File: src/rtl/mvm_pkg.sv
// Shared types and helpers for the matrix-vector multiply controller.
package mvm_pkg;

    typedef enum logic [1:0] {
        IDLE = 2'b00,
        CALC = 2'b01,
        DONE = 2'b10
    } state_e;

    // Accumulator width that cannot overflow for a full dot product.
    function automatic int acc_width(input int width, input int shared_dim);
        return 2 * width + $clog2(shared_dim);
    endfunction

    // Bit offset of element (row, col) in a row-major flattened array.
    function automatic int unsigned elem_offset(input int unsigned row,
                                                input int unsigned col,
                                                input int unsigned cols,
                                                input int unsigned width);
        return (row * cols + col) * width;
    endfunction

endpackage

File: src/rtl/mvm_acc_array.sv
// Row-parallel signed multiply-accumulate array: every row adds
// col[r] * scalar into its own accumulator when enabled.
module mvm_acc_array #(
    parameter int MATRIX_ROWS = 6,
    parameter int WIDTH       = 8,
    parameter int ACC_WIDTH   = 18
) (
    input  logic                             clk,
    input  logic                             reset,
    input  logic                             clr,
    input  logic                             en,
    input  logic [MATRIX_ROWS*WIDTH-1:0]     col,
    input  logic [WIDTH-1:0]                 scalar,
    output logic [MATRIX_ROWS*ACC_WIDTH-1:0] acc
);

    logic signed [2*WIDTH-1:0]   prod  [MATRIX_ROWS];
    logic signed [ACC_WIDTH-1:0] acc_q [MATRIX_ROWS];
    logic signed [ACC_WIDTH-1:0] acc_d [MATRIX_ROWS];

    // Full-precision signed products of each column element with the scalar.
    always_comb begin
        for (int unsigned r = 0; r < MATRIX_ROWS; r++) begin
            prod[r] = (2*WIDTH)'($signed(col[r*WIDTH +: WIDTH]))
                    * (2*WIDTH)'($signed(scalar));
        end
    end

    // Next accumulator values: clear wins over accumulate; wraps modulo 2^ACC_WIDTH.
    always_comb begin
        for (int unsigned r = 0; r < MATRIX_ROWS; r++) begin
            acc_d[r] = acc_q[r];
            if (clr) begin
                acc_d[r] = '0;
            end else if (en) begin
                acc_d[r] = acc_q[r] + ACC_WIDTH'(prod[r]);
            end
        end
    end

    // Accumulator registers.
    always_ff @(posedge clk or posedge reset) begin
        if (reset) begin
            for (int unsigned r = 0; r < MATRIX_ROWS; r++) begin
                acc_q[r] <= '0;
            end
        end else begin
            for (int unsigned r = 0; r < MATRIX_ROWS; r++) begin
                acc_q[r] <= acc_d[r];
            end
        end
    end

    // Flatten accumulators onto the output bus.
    always_comb begin
        acc = '0;
        for (int unsigned r = 0; r < MATRIX_ROWS; r++) begin
            acc[r*ACC_WIDTH +: ACC_WIDTH] = acc_q[r];
        end
    end

endmodule

File: src/rtl/mvm_ctrl.sv
// Matrix-vector multiply controller: accepts a job, steps the shared
// dimension one column per cycle through the MAC array, then holds the
// result until the consumer takes it.
module mvm_ctrl
    import mvm_pkg::*;
#(
    parameter int MATRIX_ROWS = 6,
    parameter int SHARED_DIM  = 3,
    parameter int WIDTH       = 8,
    parameter int ACC_WIDTH   = acc_width(WIDTH, SHARED_DIM)
) (
    input  logic                                    clk,
    input  logic                                    reset,
    input  logic                                    clear,
    input  logic                                    in_valid,
    output logic                                    in_ready,
    input  logic [MATRIX_ROWS*SHARED_DIM*WIDTH-1:0] matrix,
    input  logic [SHARED_DIM*WIDTH-1:0]             vector,
    output logic                                    out_valid,
    input  logic                                    out_ready,
    output logic [MATRIX_ROWS*ACC_WIDTH-1:0]        result_vector,
    output logic                                    busy
);

    localparam int KW = (SHARED_DIM > 1) ? $clog2(SHARED_DIM) : 1;
    localparam logic [KW-1:0] K_LAST = KW'(SHARED_DIM - 1);

    state_e                                  state_q, state_d;
    logic [KW-1:0]                           k_q, k_d;
    logic [MATRIX_ROWS*SHARED_DIM*WIDTH-1:0] mat_q, mat_d;
    logic [SHARED_DIM*WIDTH-1:0]             vec_q, vec_d;
    logic [MATRIX_ROWS*WIDTH-1:0]            col;
    logic [WIDTH-1:0]                        scalar;
    logic                                    accept;
    logic                                    acc_clr;
    logic                                    acc_en;

    // Job acceptance and MAC array control; clear suppresses an accept.
    always_comb begin
        accept  = (state_q == IDLE) && in_valid && !clear;
        acc_clr = clear || accept;
        acc_en  = (state_q == CALC) && !clear;
    end

    // State, column counter and operand latch registers.
    always_ff @(posedge clk or posedge reset) begin
        if (reset) begin
            state_q <= IDLE;
            k_q     <= '0;
            mat_q   <= '0;
            vec_q   <= '0;
        end else begin
            state_q <= state_d;
            k_q     <= k_d;
            mat_q   <= mat_d;
            vec_q   <= vec_d;
        end
    end

    // Next-state logic.
    always_comb begin
        state_d = state_q;
        if (clear) begin
            state_d = IDLE;
        end else begin
            case (state_q)
                IDLE:    if (in_valid)      state_d = CALC;
                CALC:    if (k_q == K_LAST) state_d = DONE;
                DONE:    if (out_ready)     state_d = IDLE;
                default:                    state_d = IDLE;
            endcase
        end
    end

    // Column counter and operand capture.
    always_comb begin
        k_d   = k_q;
        mat_d = mat_q;
        vec_d = vec_q;
        if (clear) begin
            k_d = '0;
        end else if (accept) begin
            k_d   = '0;
            mat_d = matrix;
            vec_d = vector;
        end else if (state_q == CALC) begin
            k_d = (k_q == K_LAST) ? '0 : k_q + KW'(1);
        end
    end

    // Handshake outputs decoded from the registered state.
    always_comb begin
        in_ready  = (state_q == IDLE);
        out_valid = (state_q == DONE);
        busy      = (state_q != IDLE);
    end

    // Select column k of the latched matrix and element k of the latched vector.
    always_comb begin
        col    = '0;
        scalar = vec_q[elem_offset(0, 32'(k_q), SHARED_DIM, WIDTH) +: WIDTH];
        for (int unsigned r = 0; r < MATRIX_ROWS; r++) begin
            col[r*WIDTH +: WIDTH] =
                mat_q[elem_offset(r, 32'(k_q), SHARED_DIM, WIDTH) +: WIDTH];
        end
    end

    mvm_acc_array #(
        .MATRIX_ROWS (MATRIX_ROWS),
        .WIDTH       (WIDTH),
        .ACC_WIDTH   (ACC_WIDTH)
    ) u_acc (
        .clk    (clk),
        .reset  (reset),
        .clr    (acc_clr),
        .en     (acc_en),
        .col    (col),
        .scalar (scalar),
        .acc    (result_vector)
    );

endmodule

File: config.mk
export PLATFORM = sky130hd
export DESIGN_NAME = mvm_ctrl
export DESIGN_NICKNAME = d
export VERILOG_FILES = /design/src/rtl/mvm_pkg.sv /design/src/rtl/mvm_acc_array.sv /design/src/rtl/mvm_ctrl.sv
export SDC_FILE = /design/constraint.sdc
export NUM_CORES = 2
export LEC_CHECK = 0
export BUFFER_PORTS_ARGS = -buffer_cell sky130_fd_sc_hd__buf_2
export CAP_MARGIN = 10
export CORE_MARGIN = 2
export CORE_UTILIZATION = 54
export CTS_BUF_LIST = sky130_fd_sc_hd__clkbuf_16
export DETAILED_ROUTE_END_ITERATION = 12
export GPL_TIMING_DRIVEN = 1
export PLACE_DENSITY = 0.84
export SYNTH_ARGS = -nofsm -noshare
export SYNTH_HDL_FRONTEND = slang
export SYNTH_SLANG_ARGS = --single-unit
File: constraint.sdc
create_clock -name clk -period 14.42 [get_ports clk]
set_clock_uncertainty 0.1 [all_clocks]
set_input_delay 1.442 -clock clk [delete_from_list [all_inputs] [get_ports clk]]
set_output_delay 1.442 -clock clk [all_outputs]
set_load 0.1 [all_outputs]
; Yosys cells after proc, flatten, opt, wreduce, memory -nomap -nowiden
; Index checks and enable logic that the tools add are counted.
[op_classes]
add_sub_neg = 12
n_mul = 6
eq_ne = 6
shift = 7
mux = 21
bitwise_logic = 1
reduce_logical = 11
[ops]
columns = operator, count
row1 = variable part select 144 x 9 -> 8 bit, 3
row2 = two-way mux 18 bit, 12
row3 = variable part select 144 x 6 -> 8 bit, 1
row4 = variable part select 144 x 7 -> 8 bit, 1
row5 = variable part select 144 x 8 -> 8 bit, 1
row6 = adder 18 x 16 -> 18 bit, 6
row7 = multiplier 8 x 8 -> 16 bit, 6
row8 = variable part select 24 x 6 -> 8 bit, 1
row9 = two-way mux 2 bit, 8
row10 = "adder 4 x 2 -> 5 bit, first input constant", 3
row11 = "!= test 3 bit, second input constant", 2
row12 = case mux 2 bit (3 select lines), 1
row13 = "adder 3 x 2 -> 4 bit, first input constant", 1
row14 = "equality test 2 bit, second input constant", 2
row15 = nonzero test 2 bit, 2
row16 = "adder 2 x 2 -> 3 bit, first input constant", 1
row17 = logical AND 1 bit, 3
row18 = "!= test 3 x 2 -> 1 bit, second input constant", 1
row19 = AND reduction 3 bit, 1
row20 = nonzero test 3 bit, 1
row21 = "adder 2 x 1 -> 2 bit, second input constant", 1
row22 = "equality test 2 x 1 -> 1 bit, second input constant", 1
row23 = zero test 2 bit, 1
row24 = AND reduction 2 bit, 1
row25 = other kinds (3), 3
[word_totals]
register_bits = 280
in_bits = 173
out_inout_bits = 111

; Logic depth before layout (Yosys ltp)
[depth]
word_depth = 6
depth_mapped = 25
depth_no_buf = 22

; By module
; From an unflattened synthesis, not the netlist that was laid out.
[hier_totals]
hier_cells = 2905
hier_area_um2 = 31476.4
[by_module_without_submodules]
columns = module, instances, cells_each, area_per_inst_um2
row1 = mvm_acc_array, 1, 2436, 23706.5
row2 = mvm_ctrl, 1, 469, 7770.0

; Worst setup path after synthesis
; No wires, ideal clock.
[synth_timing]
path_type = reg-to-reg
start = reg k_q[0]
end = reg u_acc.acc_q, in the netlist u_acc.acc[103]
arrival_time_ns = 5.886
required_ns = 14.197
path_slack_ns = 8.311
stages_incl_launch_ff = 19
path_cell_list = dfrtp_1 -> buf_2 -> buf_2 -> buf_2 -> o21a_1 -> nor2_1 -> inv_1 -> fa_1 -> inv_1 -> fa_1 -> fa_1 -> fa_1 -> fa_1 -> ha_1 -> o21a_1 -> o21ai_0 -> a211oi_1 -> or3_1 -> a32o_1
[synth_via]
elab_chain_cells = 6
[synth_rtl]
columns = item, line
row1 = from (decl), mvm_ctrl.sv:29  ; logic [KW-1:0] k_q, k_d;
row2 = from (signal assigned), mvm_ctrl.sv:54  ; k_q <= k_d;
row3 = adder 4 x 2 -> 5 bit, mvm_pkg.sv:20  ; return (row * cols + col) * width;
row4 = variable part select 144 x 9 -> 8 bit, mvm_ctrl.sv:104  ; mat_q[elem_offset(r, 32'(k_q), SHARED_DIM, WIDTH) +: WIDTH];
row5 = multiplier 8 x 8 -> 16 bit (*), mvm_acc_array.sv:25  ; * (2*WIDTH)'($signed(scalar));
row6 = adder 18 x 16 -> 18 bit (*), mvm_acc_array.sv:36  ; acc_d[r] = acc_q[r] + ACC_WIDTH'(prod[r]);
row7 = two-way mux 18 bit (*), mvm_acc_array.sv:35  ; end else if (en) begin
row8 = two-way mux 18 bit (*), mvm_acc_array.sv:33  ; if (clr) begin
row9 = "to (signal, indexed assignment)", mvm_acc_array.sv:49  ; acc_q[r] <= acc_d[r];
row10 = to (decl), mvm_acc_array.sv:18  ; logic signed [ACC_WIDTH-1:0] acc_q [MATRIX_ROWS];
; Every way passes the cells marked *; elsewhere a longest branch is shown, timed or not. The select of a mux whose other input is x is not followed.
; A chain may end at the register's enable or synchronous reset.

; Final worst setup path
[layout_timing]
start = reg k_q[0]
end = reg u_acc.acc_q, in the netlist u_acc.acc[89]
; The elaborated chain is that of the path after synthesis.

==> metrics.md <==
| Metric | Value |
|---|---|
| Top routing layer in use | `met4` |
| Startpoint types | `flip-flop` |
| Reg2reg setup slack | `around 6.6 ns` |
| Cts bufs inserted | `34` |
| First-pass GRT wire length | `~130,000 um` |
| Die area | `slightly below 60,000 um^2` |
| Final HPWL DP | `between 60,000 and 70,000 um` |
| Slew margin rel. | `a little under a quarter` |
| Cells after DPL | `between 3,000 and 4,000` |
| CTS tree | `built` |
| WL met1 | `30,300 um` |
| Final Wtd Congestion | `0.936` |
| Io pins | `284` |
| Period utilisation layout | `54.2%` |
| CP Capture Type | `flip-flop` |
| RSZ-0062 raised after global routing | `no` |
| Top FF cell, synth | `dfrtp_1` |
| Asr flop ratio synth | `100%` |
| Path type of the worst min-delay path | `reg -> reg` |
| # resized after CTS | `0` |
| Initial core utilization | `a little over half` |
| Reg clk slew, reported paths | `about 0.06 ns` |
| Time the worst path needs with I/O delays and setup | `~7.8 ns` |
| Met3 wire length | `~6800 um` |
| Post-synthesis register bit count | `280` |
| Number of enable flip-flop cells after synthesis | `0` |
| Top delay family on crit path | `adder cells` |
| Area grow syn2layout | `10.6%` |
| WL met2 | `slightly below 40,000 um` |
| CP Data Arrival Time | `approximately 8 ns` |
| Most common cell in the netlist | `inv_1` |
| Crit path capture | `u_acc.acc[89]$_DFFE_PP0P_` |
| Worst path buffer plus inverter count | `3` |
| First-pass iteration count of the detailed router | `5` |
| Port Buffer Count | `~280` |
| CP max stage delay | `0.85 ns` |
| Critical-path cell list | `nor2b_2 -> nand2_1 -> o21ai_4 -> buf_4 -> and2_1 -> inv_1 -> fa_1 -> inv_1 -> fa_1 -> fa_1 -> fa_1 -> fa_1 -> ha_1 -> o21ai_1 -> o21a_2 -> nor3_1 -> or4_1 -> a31oi_1 -> xnor2_1 -> o21ai_2` |
| Post-synthesis cell area | `approximately 31,000 um^2` |
| Drt drc | `0` |
| Root buf cell | `clkbuf_16` |
| Area leader, netlist | `fa_1` |
| Floorplan row count | `87` |
| Status | `finished clean` |
| Fin. Hold Viols | `0` |
| Gr ovfl total | `0` |
| Max-cap violations | `0` |
| Final WL | `a little over 80,000 um` |
| Largest net degree at the start of global routing | `approximately 130` |
| Die W | `between 200 and 250 um` |
| Initial antenna violation count | `12` |
| Die height | `243 um` |
| Synth top cells by count | `539 x inv_1, 480 x fa_1, 280 x dfrtp_1, 257 x nand2_1, 252 x ha_1` |
| Max Fclk | `128 MHz` |
| Cts hold-fix bufs | `0` |
| Layout cell share with drive strength beyond 1 | `about a fifth` |
| Syn avg cell area | `between 10 and 15 um^2` |
| CP Depth | `20` |
| TNS Setup | `0 ns` |
| Remaining antenna violation count | `0` |
| Worst-Skew Late Latency | `between 0.5 and 0.6 ns` |
| CTS sink count | `280` |
| Sequential fraction of the synthesis area | `between 20 and 25%` |
| Yosys Warn Count | `0` |
| Syn Nets | `~3,800` |
| Gr usage total | `28.9%` |
| Pins Over Slew Limit | `0` |
| Unique masters post-synth | `57` |
| Final setup vio count | `0` |
| CP Max Fanout | `43` |
| Core Region | `approximately 56,000 um^2` |
| Top cell type's share of synthesized area | `31.0%` |
| Synth area leaders | `fa_1 31%, dfrtp_1 23%, ha_1 10%, mux2_2 6.7%, inv_1 6.5%` |
| DR iter-0 viols | `1,484` |
| Bufs on Longest Clock Path | `3` |
| Routed len/inst | `approximately 21 um` |
| Critical path class | `reg -> reg` |
| R2r endpoint | `u_acc.acc[89]$_DFFE_PP0P_` |
| Vias | `about 22,000` |
| Mapped Cells | `around 2,900` |
| Critical path origin | `k_q[0]$_DFFE_PP0P_` |
| R2R cell count | `20` |
| Slew @ Worst Pin | `1.14 ns` |
| Vias in the first global route | `24,400` |
| Post-route insts no fill | `around 4,000` |
| R2r startpoint | `k_q[0]$_DFFE_PP0P_` |
| # Post-CTS Setup Buffers | `0` |
| Most used cell, CP | `fa_1` |
| H-tree depth | `2` |
| Req. time, crit path | `between 10 and 15 ns` |
| Vias per cell | `around 5.6` |
| Slowest cell on crit path | `nor2b_2` |
| Final nets | `between 4,000 and 5,000` |
sequential cells by signal, summed over array words and instances, names as in the netlist:
| register | flops |
|---|---|
| u_acc.acc | 108 |
| vec_q | 24 |
| k_q | 2 |
| state_q | 2 |
| mat_q | 144 |
through the flow:
stage	hold WS (ns)	util, %	area, um^2	setup WS (ns)
4_1_cts	0.404	60.5	34200	6.64
6_report	0.404	60.6	34200	6.60
3_5_place_dp	0.391	58.7	33200	6.68
5_1_grt	0.415	60.6	34200	6.17
3_3_place_gp	0.385	58.7	33200	6.93
2_1_floorplan	0.375	-	31000	5.16
worst register-to-register path, cell delays in order, from the launching register on:
cell	delay [ns]
dfrtp_4	0.75
nor2b_2	0.86
nand2_1	0.24
o21ai_4	0.10
buf_4	0.51
and2_1	0.73
inv_1	0.16
fa_1	0.54
inv_1	0.06
fa_1	0.48
fa_1	0.56
fa_1	0.45
fa_1	0.48
ha_1	0.34
o21ai_1	0.13
o21a_2	0.16
nor3_1	0.08
or4_1	0.51
a31oi_1	0.23
xnor2_1	0.17
o21ai_2	0.06
cell type report:
cell class	count	area, um^2
Fill cell	4396	22300
Antenna cell	13	32.5
Sequential cell	280	7010
Clock inverter	24	178
Tap cell	756	946
Multi-Input combinational cell	2024	21600
Timing Repair Buffer	307	1600
Clock buffer	34	851
Inverter	539	2030
placed cells by master (no fill, tap or decap), types with 36 or more instances in the layout:
cell type  count
nand2_1      257
mux2_2       183
a21oi_1       68
o21ai_0       92
and2_1        96
ha_1         252
nor2_1       178
inv_1        543
fa_1         480
dfrtp_1      278
mux2i_1       36
buf_2        283
xnor2_1       71
kinds of logic after synthesis:
| group | Yosys count | share of synthesized area (%) |
|---|---|---|
| AO/OA/AOI/OAI | 327 | 6.84 |
| XOR/XNOR | 101 | 2.86 |
| adder cells (fa/ha/maj) | 732 | 41.2 |
| buffers and inverters | 639 | 7.91 |
| flip-flops | 280 | 22.6 |
| multiplexers | 244 | 9.64 |
| AND/OR/NAND/NOR | 620 | 8.89 |
worst min path at each step:
stage	from	endpoint	slack, ns	cells past startpoint
after global routing	mat_q[69]$_DFFE_PP0P_	mat_q[69]$_DFFE_PP0P_	0.42	1
after floorplan	mat_q[16]$_DFFE_PP0P_	mat_q[16]$_DFFE_PP0P_	0.37	1
after global placement	mat_q[40]$_DFFE_PP0P_	mat_q[40]$_DFFE_PP0P_	0.38	1
after CTS	mat_q[45]$_DFFE_PP0P_	mat_q[45]$_DFFE_PP0P_	0.40	1
after detailed placement	mat_q[112]$_DFFE_PP0P_	mat_q[112]$_DFFE_PP0P_	0.39	1
final	mat_q[90]$_DFFE_PP0P_	mat_q[90]$_DFFE_PP0P_	0.40	1
per-layer routing:
layer | vias to the layer above | track usage, %
met1 | 11300 | 35.3
met5 | - | 0
met2 | 934 | 47.8
met3 | 244 | 6.14
li1 | 9806 | -
met4 | 0 | 16.2
Power is left out: the tool's default activity adds up to more than one toggle a clock period on the data nets, which glitch-free logic cannot reach.
